File: config.mk
export PLATFORM = sky130hd
export DESIGN_NAME = controle_multiciclo_flat
export DESIGN_NICKNAME = d
export VERILOG_FILES = /design/src/rtl/controle_multiciclo_pkg.sv /design/src/rtl/controle_multiciclo_if.sv /design/src/rtl/controle_multiciclo_decod.sv /design/src/rtl/controle_multiciclo.sv /design/src/flat_wrapper.sv
export SDC_FILE = /design/constraint.sdc
export NUM_CORES = 1
export LEC_CHECK = 0
export CAP_MARGIN = 20
export CORE_ASPECT_RATIO = 2
export CORE_MARGIN = 1.5
export CORE_UTILIZATION = 53
export CTS_BUF_LIST = sky130_fd_sc_hd__clkbuf_4
export CTS_CLUSTER_DIAMETER = 60
export DETAILED_ROUTE_END_ITERATION = 10
export PLACE_DENSITY = 0.82
export SETUP_SLACK_MARGIN = 0.3
export SLEW_MARGIN = 25
export SYNTH_ARGS = -nofsm -noshare
export SYNTH_HDL_FRONTEND = slang
export SYNTH_SLANG_ARGS = --single-unit
File: constraint.sdc
create_clock -name clk -period 2.1 [get_ports clk]
set_input_delay 0.21 -clock clk [delete_from_list [all_inputs] [get_ports clk]]
set_output_delay 0.21 -clock clk [all_outputs]
set_load 0.05 [all_outputs]
File: src/rtl/controle_multiciclo_pkg.sv
// Shared encodings for the multicycle controller: FSM states, opcode classes
// and the datapath mux selects.
package controle_pkg;
    typedef enum logic [2:0] {FETCH, DECODE, EXEC, WB, PCUPD} estado_t;
    typedef enum logic [2:0] {CL_R, CL_I, CL_J, CL_B, CL_ILL} classe_t;

    localparam int OP_JUMP = 11;
    localparam int OP_BEQ  = 12;

    localparam logic [1:0] B_REG = 2'b00;
    localparam logic [1:0] B_UM  = 2'b01;
    localparam logic [1:0] B_IMM = 2'b10;

    localparam logic [1:0] CP_INC = 2'b00;
    localparam logic [1:0] CP_ULA = 2'b01;
    localparam logic [1:0] CP_JMP = 2'b10;
endpackage

File: src/rtl/controle_multiciclo_if.sv
// Fetch handshake plus datapath control bundle; master is the controller side.
interface controle_multiciclo_if #(
    parameter int OPW   = 4,
    parameter int CNT_W = 16
);
    logic             instr_valid;
    logic             instr_ready;
    logic [OPW-1:0]   opcode;
    logic             ula_zero;
    logic             esc_cond_cp;
    logic             esc_cp;
    logic             esc_ir;
    logic             esc_reg;
    logic             ula_a;
    logic [1:0]       ula_b;
    logic [OPW-1:0]   ula_op;
    logic [1:0]       fonte_cp;
    logic             instr_done;
    logic             erro_opcode;
    logic [CNT_W-1:0] retired;

    modport master (
        input  instr_valid, opcode, ula_zero,
        output instr_ready, esc_cond_cp, esc_cp, esc_ir, esc_reg, ula_a, ula_b,
               ula_op, fonte_cp, instr_done, erro_opcode, retired
    );
    modport slave (
        output instr_valid, opcode, ula_zero,
        input  instr_ready, esc_cond_cp, esc_cp, esc_ir, esc_reg, ula_a, ula_b,
               ula_op, fonte_cp, instr_done, erro_opcode, retired
    );
endinterface

File: src/rtl/controle_multiciclo_decod.sv
// Opcode-to-class decoder; purely combinational.
module controle_decod
    import controle_pkg::*;
#(
    parameter int OPW = 4
) (
    input  logic [OPW-1:0] opcode,
    output classe_t        classe
);
    always_comb begin
        classe = CL_ILL;
        case (32'(opcode))
            0, 1, 3, 4, 5:     classe = CL_R;
            2, 6, 7, 8, 9, 10: classe = CL_I;
            OP_JUMP:           classe = CL_J;
            OP_BEQ:            classe = CL_B;
            default:           classe = CL_ILL;
        endcase
    end
endmodule

File: src/rtl/controle_multiciclo.sv
// Multicycle Moore control unit: FETCH/DECODE/EXEC/WB/PCUPD with registered
// outputs that always line up with the state they belong to.
module controle_multiciclo
    import controle_pkg::*;
#(
    parameter int OPW         = 4,
    parameter int EXEC_CYCLES = 4,
    parameter int CNT_W       = 16
) (
    input logic                 clk,
    input logic                 rst_n,
    controle_multiciclo_if.master bus
);
    estado_t    estado;
    classe_t    cls, cls_in;
    logic [3:0] cnt;
    logic       unused_zero;

    // Taken/not-taken is resolved in the datapath, never here.
    assign unused_zero = bus.ula_zero;

    controle_decod #(.OPW(OPW)) u_decod (.opcode(bus.opcode), .classe(cls_in));

    always_ff @(posedge clk or negedge rst_n) begin
        if (!rst_n) begin
            estado          <= FETCH;
            cls             <= CL_R;
            cnt             <= '0;
            bus.instr_ready <= 1'b0;
            bus.esc_ir      <= 1'b0;
            bus.esc_reg     <= 1'b0;
            bus.esc_cp      <= 1'b0;
            bus.esc_cond_cp <= 1'b0;
            bus.ula_a       <= 1'b0;
            bus.ula_b       <= B_REG;
            bus.ula_op      <= '0;
            bus.fonte_cp    <= CP_INC;
            bus.instr_done  <= 1'b0;
            bus.erro_opcode <= 1'b0;
            bus.retired     <= '0;
        end else begin
            bus.instr_ready <= 1'b0;
            bus.esc_ir      <= 1'b0;
            bus.esc_reg     <= 1'b0;
            bus.esc_cp      <= 1'b0;
            bus.esc_cond_cp <= 1'b0;
            bus.instr_done  <= 1'b0;
            case (estado)
                FETCH: begin
                    // Classify the incoming opcode now so the error flag shows in DECODE.
                    if (bus.instr_ready && bus.instr_valid) begin
                        estado     <= DECODE;
                        bus.esc_ir <= 1'b1;
                        bus.ula_op <= bus.opcode;
                        cls        <= cls_in;
                        if (cls_in == CL_ILL) bus.erro_opcode <= 1'b1;
                    end else begin
                        bus.instr_ready <= 1'b1;
                    end
                end
                DECODE: begin
                    case (cls)
                        CL_R, CL_I: begin
                            estado    <= EXEC;
                            cnt       <= 4'(EXEC_CYCLES - 1);
                            bus.ula_a <= 1'b1;
                            bus.ula_b <= (cls == CL_I) ? B_IMM : B_REG;
                        end
                        CL_B: begin
                            estado    <= EXEC;
                            cnt       <= '0;
                            bus.ula_a <= 1'b1;
                            bus.ula_b <= B_REG;
                        end
                        CL_J: begin
                            estado         <= PCUPD;
                            bus.esc_cp     <= 1'b1;
                            bus.fonte_cp   <= CP_JMP;
                            bus.instr_done <= 1'b1;
                            bus.retired    <= bus.retired + 1'b1;
                        end
                        default: begin
                            estado         <= PCUPD;
                            bus.esc_cp     <= 1'b1;
                            bus.fonte_cp   <= CP_INC;
                            bus.ula_b      <= B_UM;
                            bus.instr_done <= 1'b1;
                            bus.retired    <= bus.retired + 1'b1;
                        end
                    endcase
                end
                EXEC: begin
                    if (cnt != 4'd0) begin
                        cnt <= cnt - 4'd1;
                    end else if (cls == CL_B) begin
                        estado          <= PCUPD;
                        bus.esc_cond_cp <= 1'b1;
                        bus.fonte_cp    <= CP_ULA;
                        bus.ula_a       <= 1'b0;
                        bus.ula_b       <= B_REG;
                        bus.instr_done  <= 1'b1;
                        bus.retired     <= bus.retired + 1'b1;
                    end else begin
                        estado      <= WB;
                        bus.esc_reg <= 1'b1;
                    end
                end
                WB: begin
                    estado         <= PCUPD;
                    bus.esc_cp     <= 1'b1;
                    bus.fonte_cp   <= CP_INC;
                    bus.ula_a      <= 1'b0;
                    bus.ula_b      <= B_UM;
                    bus.instr_done <= 1'b1;
                    bus.retired    <= bus.retired + 1'b1;
                end
                default: begin
                    estado          <= FETCH;
                    bus.instr_ready <= 1'b1;
                    bus.ula_a       <= 1'b0;
                    bus.ula_b       <= B_REG;
                    bus.fonte_cp    <= CP_INC;
                end
            endcase
        end
    end
endmodule

File: src/flat_wrapper.sv
// flat-port wrapper written by rule: the top's interface ports become plain ports
module controle_multiciclo_flat import controle_pkg::*;
#(
    parameter int OPW         = 4,
    parameter int EXEC_CYCLES = 4,
    parameter int CNT_W       = 16
)
  (clk, rst_n, bus_instr_valid, bus_opcode, bus_ula_zero, bus_instr_ready, bus_esc_cond_cp, bus_esc_cp, bus_esc_ir, bus_esc_reg, bus_ula_a, bus_ula_b, bus_ula_op, bus_fonte_cp, bus_instr_done, bus_erro_opcode, bus_retired);
  controle_multiciclo_if #(.OPW(OPW), .CNT_W(CNT_W)) bus_i ();
  input logic clk;
  input logic rst_n;
  input wire logic [$bits(bus_i.instr_valid)-1:0] bus_instr_valid;
  input wire logic [$bits(bus_i.opcode)-1:0] bus_opcode;
  input wire logic [$bits(bus_i.ula_zero)-1:0] bus_ula_zero;
  output wire logic [$bits(bus_i.instr_ready)-1:0] bus_instr_ready;
  output wire logic [$bits(bus_i.esc_cond_cp)-1:0] bus_esc_cond_cp;
  output wire logic [$bits(bus_i.esc_cp)-1:0] bus_esc_cp;
  output wire logic [$bits(bus_i.esc_ir)-1:0] bus_esc_ir;
  output wire logic [$bits(bus_i.esc_reg)-1:0] bus_esc_reg;
  output wire logic [$bits(bus_i.ula_a)-1:0] bus_ula_a;
  output wire logic [$bits(bus_i.ula_b)-1:0] bus_ula_b;
  output wire logic [$bits(bus_i.ula_op)-1:0] bus_ula_op;
  output wire logic [$bits(bus_i.fonte_cp)-1:0] bus_fonte_cp;
  output wire logic [$bits(bus_i.instr_done)-1:0] bus_instr_done;
  output wire logic [$bits(bus_i.erro_opcode)-1:0] bus_erro_opcode;
  output wire logic [$bits(bus_i.retired)-1:0] bus_retired;
  assign bus_i.instr_valid = bus_instr_valid;
  assign bus_i.opcode = bus_opcode;
  assign bus_i.ula_zero = bus_ula_zero;
  assign bus_instr_ready = bus_i.instr_ready;
  assign bus_esc_cond_cp = bus_i.esc_cond_cp;
  assign bus_esc_cp = bus_i.esc_cp;
  assign bus_esc_ir = bus_i.esc_ir;
  assign bus_esc_reg = bus_i.esc_reg;
  assign bus_ula_a = bus_i.ula_a;
  assign bus_ula_b = bus_i.ula_b;
  assign bus_ula_op = bus_i.ula_op;
  assign bus_fonte_cp = bus_i.fonte_cp;
  assign bus_instr_done = bus_i.instr_done;
  assign bus_erro_opcode = bus_i.erro_opcode;
  assign bus_retired = bus_i.retired;
  controle_multiciclo #(.OPW(OPW), .EXEC_CYCLES(EXEC_CYCLES), .CNT_W(CNT_W)) u_core (.clk(clk), .rst_n(rst_n), .bus(bus_i));
endmodule
==> impl_metrics.py, run 1 <==
metrics = {
    "run_status": {
        "status": "finished, final reports clean",
    },
    "cts": {
        "cts_sinks": 42,
        "ctsRootBufferMaster": "clkbuf_4",
        "clkTransAtPathRegs_ns": 0.13,
        "clkLatencyLatePin_ns": 0.35,
        "cts_buffers": 5,
        "clockBufferDepth": 2,
        "htreeDepth": 2,
        "cts_tree": "yes",
    },
    "route": {
        "num_vias": 1533,
        "vias_per_cell": 5.59,
        "post-route-drc-count": 0,
        "drtIter0Drc": 51,
        "drtPass1Iterations": 6,
        "ant_nets": 0,
        "wl_mm": 4.33,
        "routedWlPerCell_um": 15.8,
    },
    "setup_path": {
        "cp-end-kind": "flip-flop",
        "cpLargestDelayFamily": "simple AND/OR/NAND/NOR gates",
        "reg2reg_depth": 6,
        "cpMaxStageDelayCell": "a2111oi_4",
        "worstPathCellList": "inv_2, ha_4, nor3b_4, nand3_4, a2111oi_4, xor2_1",
        "cp.required_ns": 2.38,
        "crit_fanout": 7,
        "max_stage_delay_ns": 0.45,
        "critical_path_class": "reg -> reg",
        "crit_buf_inv": 1,
        "crit_cells": 6,
        "arrival_ns": 2.09,
        "start_kind": "flip-flop",
    },
    "hold_path": {
        "min_path_type": "in -> async",
    },
    "logic_synthesis": {
        "syn-num-nets": 187,
        "syn_area_per_cell_um2": 11.1,
        "synthDistinctLibCells": 46,
        "syn_inst": 176,
        "synthTopCellsByArea": "dfrtp_1 54%, nand2_1 4.8%, xor2_1 4.0%",
        "yosysTopAreaCellShare_pct": 53.9,
        "ys.flop_type": "dfrtp_1",
        "synth-async-reset-ratio_pct": 100,
        "yosysSeqAreaShare_pct": 53.9,
        "ys_ff_latch": 42,
        "synth.largest_area_cell": "dfrtp_1",
        "ys_warn_count": 0,
        "synth_edf_count": 0,
        "netlist_area_mm2": 0.00195,
    },
    "sta": {
        "setup_viol": 0,
        "rsz0062_at_grt": "true",
        "slew_viol_final": 0,
        "clock.fmax_mhz": 552,
        "slew_headroom_pct": 64.9,
        "finClkSkew_ns": 0.0140,
        "period_share_pct": 86.3,
        "tightest_slew_ns": 0.526,
        "timing.final.hold_violations": 0,
        "min_period_ns": 1.81,
        "setup_tns_ns": 0,
        "fin_ws_ns": 0.287,
    },
    "floorplanning": {
        "initial_core_util_pct": 54.7,
        "fp.dieH_um": 88.8,
        "coreArea_mm2": 0.00357,
        "row_count": 31,
        "ios": 40,
        "die_area_mm2": 0.00408,
        "die_w_um": 45.9,
    },
    "power": {
        "p_per_area_mw_per_mm2": 1390,
        "p_leak_nw": 1.26,
        "power.total_w": 0.00356,
        "ir_drop_mv": 1.01,
    },
    "grt": {
        "track_usage_pct": 23.1,
        "grt_pass1_vias": 1470,
        "overflow": 0,
        "grt_pass1_wl_mm": 6.93,
        "antenna_found_initial": 0,
        "grt_max_degree": 20,
    },
    "finish": {
        "drive_gt1_share_pct": 19.1,
        "multi_input_area_um2": 890,
        "top_register": "u_core.bus.retired",
        "finalNonFillerCells": 274,
        "fin_nets": 235,
        "largestRegisters": "u_core.bus.retired (16), u_core.bus.ula_op (4), u_core.cnt (4)",
        "ff_latch_area_mm2": 0.00106,
        "largest_reg_flops": 16,
        "area_delta_synth_final_pct": 31.6,
        "fillerInstances": 295,
        "diodes": 0,
    },
    "job": {
        "maxCapViolCount": 0,
    },
    "place": {
        "hpwl_mm": 3.10,
        "dp_slack_ns": 0.108,
        "gp_congestion": 0.837,
        "placed_cells": 260,
        "io_buffers": 38,
    },
}
-- power by group --
| part | total, W | leakage [nW] | switching [W] | internal [W] |
|---|---|---|---|---|
| registers | 0.00131 | 0.544 | 0.000257 | 0.00106 |
| clock network | 0.000526 | 0.0419 | 0.000262 | 0.000264 |
| logic | 0.00172 | 0.678 | 0.00110 | 0.000622 |
| total | 0.00356 | 1.26 | 0.00162 | 0.00194 |
-- stage by stage --
stage          utilization (%)  cell area (µm²)  hold slack, ns
2_1_floorplan                -             1950         -0.0856
3_3_place_gp              66.5             2370           0.105
3_5_place_dp              66.5             2370           0.103
4_1_cts                   69.4             2480           0.245
5_1_grt                   71.9             2570           0.278
6_report                  71.9             2570           0.247
-- repair_timing --
action / CTS / global route
setup endpoints to repair: 25 / 25
hold buffers: 1 / 0
resized for setup: 14 / 20
pin swaps: 0 / 6
gates cloned: 0 / 0
setup buffers: 1 / 4
endpoints found under the hold margin: 11 / 0
-- placed cells by master (no fill, tap or decap), types with 3 or more instances in the layout --
cell type        instances
dlygate4sd2_1           11
buf_4                    7
nand3_1                  6
nand2_1                 25
and3_1                   4
dfrtp_1                 36
inv_2                    4
o2111ai_1                5
dlymetal6s2s_1           7
clkdlybuf4s50_1         19
inv_1                    3
nor2_1                  11
dfrtp_2                  6
clkbuf_4                 6
o21ai_0                  9
a21oi_1                  5
xor2_1                   9
xnor2_1                  8
-- synthesized netlist by cell type, types with 2 or more instances --
cell type	count
nor2_1	11
buf_2	2
ha_1	3
dfrtp_1	42
nand2_1	25
or3b_2	2
xnor2_1	8
o211ai_1	2
nand3_1	6
inv_2	3
inv_1	5
a2111oi_2	2
o2111ai_1	5
a21oi_1	5
buf_4	2
a211oi_1	2
mux2_2	2
a21o_1	2
o21ai_0	9
xor2_1	9
and3_1	4
-- path summary, 6_finish.rpt --
path | startpoint | end | slack (ns)
min in group clk | bus_opcode[2] | u_core.bus.ula_op[2] | 0.48
worst max-delay path | u_core.cnt[0] | u_core.bus.retired[12] | 0.29
worst min-delay path | rst_n | u_core.bus.retired[7] | 0.25
worst min register to register | u_core.bus.retired[15] | u_core.bus.retired[15] | 0.49
max in group asynchronous | rst_n | u_core.bus.retired[0] | 1.28
worst max register to register | u_core.cnt[0] | u_core.bus.retired[12] | 0.29
-- routing by layer --
layer | up-vias | part of all wire, % | track usage, %
met3 | 11 | 4.4 | 5.31
met5 | - | 0 | 0
met4 | 0 | 2.2 | 7.79
met1 | 762 | 38 | 27.1
met2 | 44 | 55 | 39.9
li1 | 716 | - | -
-- final cells by class --
| type | count | share of cell area (%) |
|---|---|---|
| clock inverters | 2 | 1.46 |
| multi-input cells | 121 | 34.7 |
| flip-flops and latches | 42 | 41.2 |
| inverters | 8 | 1.27 |
| clock buffers | 6 | 1.76 |
| repair buffers | 46 | 17.2 |
| well taps | 49 | 2.39 |
-- kinds of logic after synthesis --
family | count (synthesis) | synth area share [%]
buf+inv | 13 | 3.01
simple gates | 61 | 17.1
flops | 42 | 53.9
xor+xnor | 17 | 7.63
fa+ha+maj | 3 | 1.92
compound gates | 38 | 15.3
mux | 2 | 1.15
No activity file was read; power rests on OpenSTA's default activity.
==> run 2, diff against run 1 <==
--- a/config.mk
+++ b/config.mk
@@ -8,11 +8,12 @@
 export CAP_MARGIN = 20
 export CORE_ASPECT_RATIO = 2
 export CORE_MARGIN = 1.5
-export CORE_UTILIZATION = 53
+export CORE_UTILIZATION = 65
 export CTS_BUF_LIST = sky130_fd_sc_hd__clkbuf_4
 export CTS_CLUSTER_DIAMETER = 60
 export DETAILED_ROUTE_END_ITERATION = 10
-export PLACE_DENSITY = 0.82
+export DONT_BUFFER_PORTS = 1
+export PLACE_DENSITY = 0.81
 export SETUP_SLACK_MARGIN = 0.3
 export SLEW_MARGIN = 25
 export SYNTH_ARGS = -nofsm -noshare
==> impl_metrics.py, run 2 (synthesized netlist as in run 1, its figures left out) <==
metrics = {
    "run_status": {
        "status": "finished, final reports clean",
    },
    "floorplanning": {
        "die_area_mm2": 0.00336,
        "die_w_um": 41.7,
        "row_count": 28,
        "coreArea_mm2": 0.00291,
        "fp.dieH_um": 80.5,
        "initial_core_util_pct": 67.1,
        "ios": 40,
    },
    "setup_path": {
        "start_kind": "flip-flop",
        "crit_buf_inv": 2,
        "cpLargestDelayFamily": "flip-flops",
        "cp-end-kind": "flip-flop",
        "arrival_ns": 2.09,
        "crit_fanout": 6,
        "cp.required_ns": 2.37,
        "critical_path_class": "reg -> reg",
        "cpMaxStageDelayCell": "dfrtp_1",
        "max_stage_delay_ns": 0.43,
        "worstPathCellList": "inv_2, ha_4, nor3b_4, buf_6, nand3_4, a2111oi_4, xor2_1",
    },
    "power": {
        "power.total_w": 0.00335,
        "switchingPower_w": 0.00162,
        "p_per_area_mw_per_mm2": 1430,
        "p_int_w": 0.00173,
        "power.share.clock_pct": 11.1,
        "swShare_pct": 48.4,
        "pwr-share-seq_pct": 49.5,
        "combinationalPowerShare_pct": 39.4,
        "ir_drop_mv": 1.09,
        "p_leak_nw": 1.10,
    },
    "hold_path": {
        "min_path_type": "in -> reg",
    },
    "route": {
        "vias_per_cell": 6.18,
        "wl_mm": 4.38,
        "drtPass1Iterations": 4,
        "num_vias": 1483,
        "ant_nets": 0,
        "post-route-drc-count": 0,
        "drtIter0Drc": 50,
        "routedWlPerCell_um": 18.2,
    },
    "sta": {
        "min_period_ns": 1.82,
        "finClkSkew_ns": 0.0200,
        "setup_viol": 0,
        "clock.fmax_mhz": 550,
        "timing.final.hold_violations": 0,
        "whs_ns": 0.0691,
        "slew_viol_final": 0,
        "rsz0062_at_grt": "true",
        "setup_tns_ns": 0,
        "slew_headroom_pct": 63.9,
        "tightest_slew_ns": 0.541,
        "period_share_pct": 86.6,
    },
    "finish": {
        "drive_gt1_share_pct": 28.6,
        "final_util_pct": 80.6,
        "area_delta_synth_final_pct": 20.1,
        "final_common_cell": "dfrtp_1",
        "layout_common_cells": "39 x dfrtp_1, 24 x nand2_1, 23 x buf_4, 11 x nor2_1",
        "diodes": 0,
        "fillerInstances": 175,
        "largest_reg_flops": 16,
        "top_register": "u_core.bus.retired",
        "largestRegisters": "u_core.bus.retired (16), u_core.bus.ula_op (4), u_core.cnt (4)",
        "fin_nets": 221,
        "finalNonFillerCells": 240,
        "ff_latch_area_mm2": 0.00105,
        "multi_input_area_um2": 910,
    },
    "cts": {
        "clkTransAtPathRegs_ns": 0.13,
        "ctsRootBufferMaster": "clkbuf_4",
        "clockBufferDepth": 2,
        "cts_sinks": 42,
        "cts_tree": "yes",
        "clkLatencyLatePin_ns": 0.36,
        "cts_buffers": 5,
        "htreeDepth": 2,
    },
    "place": {
        "hpwl_mm": 2.82,
        "placed_cells": 214,
        "gp_congestion": 0.793,
        "io_buffers": 0,
    },
    "grt": {
        "grt_max_degree": 43,
        "overflow": 0,
        "grt_pass1_wl_mm": 7.00,
        "antenna_found_initial": 0,
        "grt_pass1_vias": 1478,
        "track_usage_pct": 27.9,
    },
    "job": {
        "maxCapViolCount": 0,
    },
}
==> run 2: path summary, 6_finish.rpt <==
kind                                        startpoint                      to  slack (ns)  depth (start not counted)
min in group asynchronous                        rst_n           u_core.cnt[2]        0.30                          2
worst min-delay path                     bus_opcode[3]           u_core.cls[1]        0.07                          2
worst max-delay path                     u_core.cnt[0]  u_core.bus.retired[12]        0.28                          7
max in group asynchronous                        rst_n   u_core.bus.retired[0]        1.57                          2
worst max register to register           u_core.cnt[0]  u_core.bus.retired[12]        0.28                          7
worst min register to register  u_core.bus.retired[10]  u_core.bus.retired[10]        0.54                          1
==> run 2: timing repair <==
action,in CTS,in global routing
hold buffers,6,0
setup buffers,8,3
hold endpoints to repair,46,0
gates resized for setup,9,8
setup endpoints to repair,17,18
pin swaps,3,3
cloned,1,1
==> run 2: through the flow <==
step	setup WS, ns	area [µm²]
global placement	0.156	2060
global route	0.216	2340
CTS	0.303	2290
detailed placement	0.0758	2060
floorplan	0.301	1950
finish	0.281	2340
==> run 2: power by group through the flow <==
stage          clock (W)  combinational, W  sequential, W
6_report        0.000373           0.00132        0.00166
5_1_grt         0.000405           0.00143        0.00169
4_1_cts         0.000378           0.00125        0.00164
3_5_place_dp           0           0.00105        0.00165
3_3_place_gp           0           0.00102        0.00164
2_1_floorplan          0          0.000685        0.00176
==> run 2: final cells by class <==
class / count / area share [%]
Timing Repair inverter: 1 / 0.214
Sequential cell: 42 / 45.0
Multi-Input combinational cell: 122 / 38.8
Tap cell: 30 / 1.60
Clock buffer: 5 / 1.60
Inverter: 8 / 1.49
Timing Repair Buffer: 30 / 10.8
Clock inverter: 2 / 0.427
==> run 2: per-layer routing <==
layer	wire [µm]	GRT usage, %
met1	1620	29.6
met2	2480	50.5
met3	173	6.74
met4	106	13.2
met5	0	0
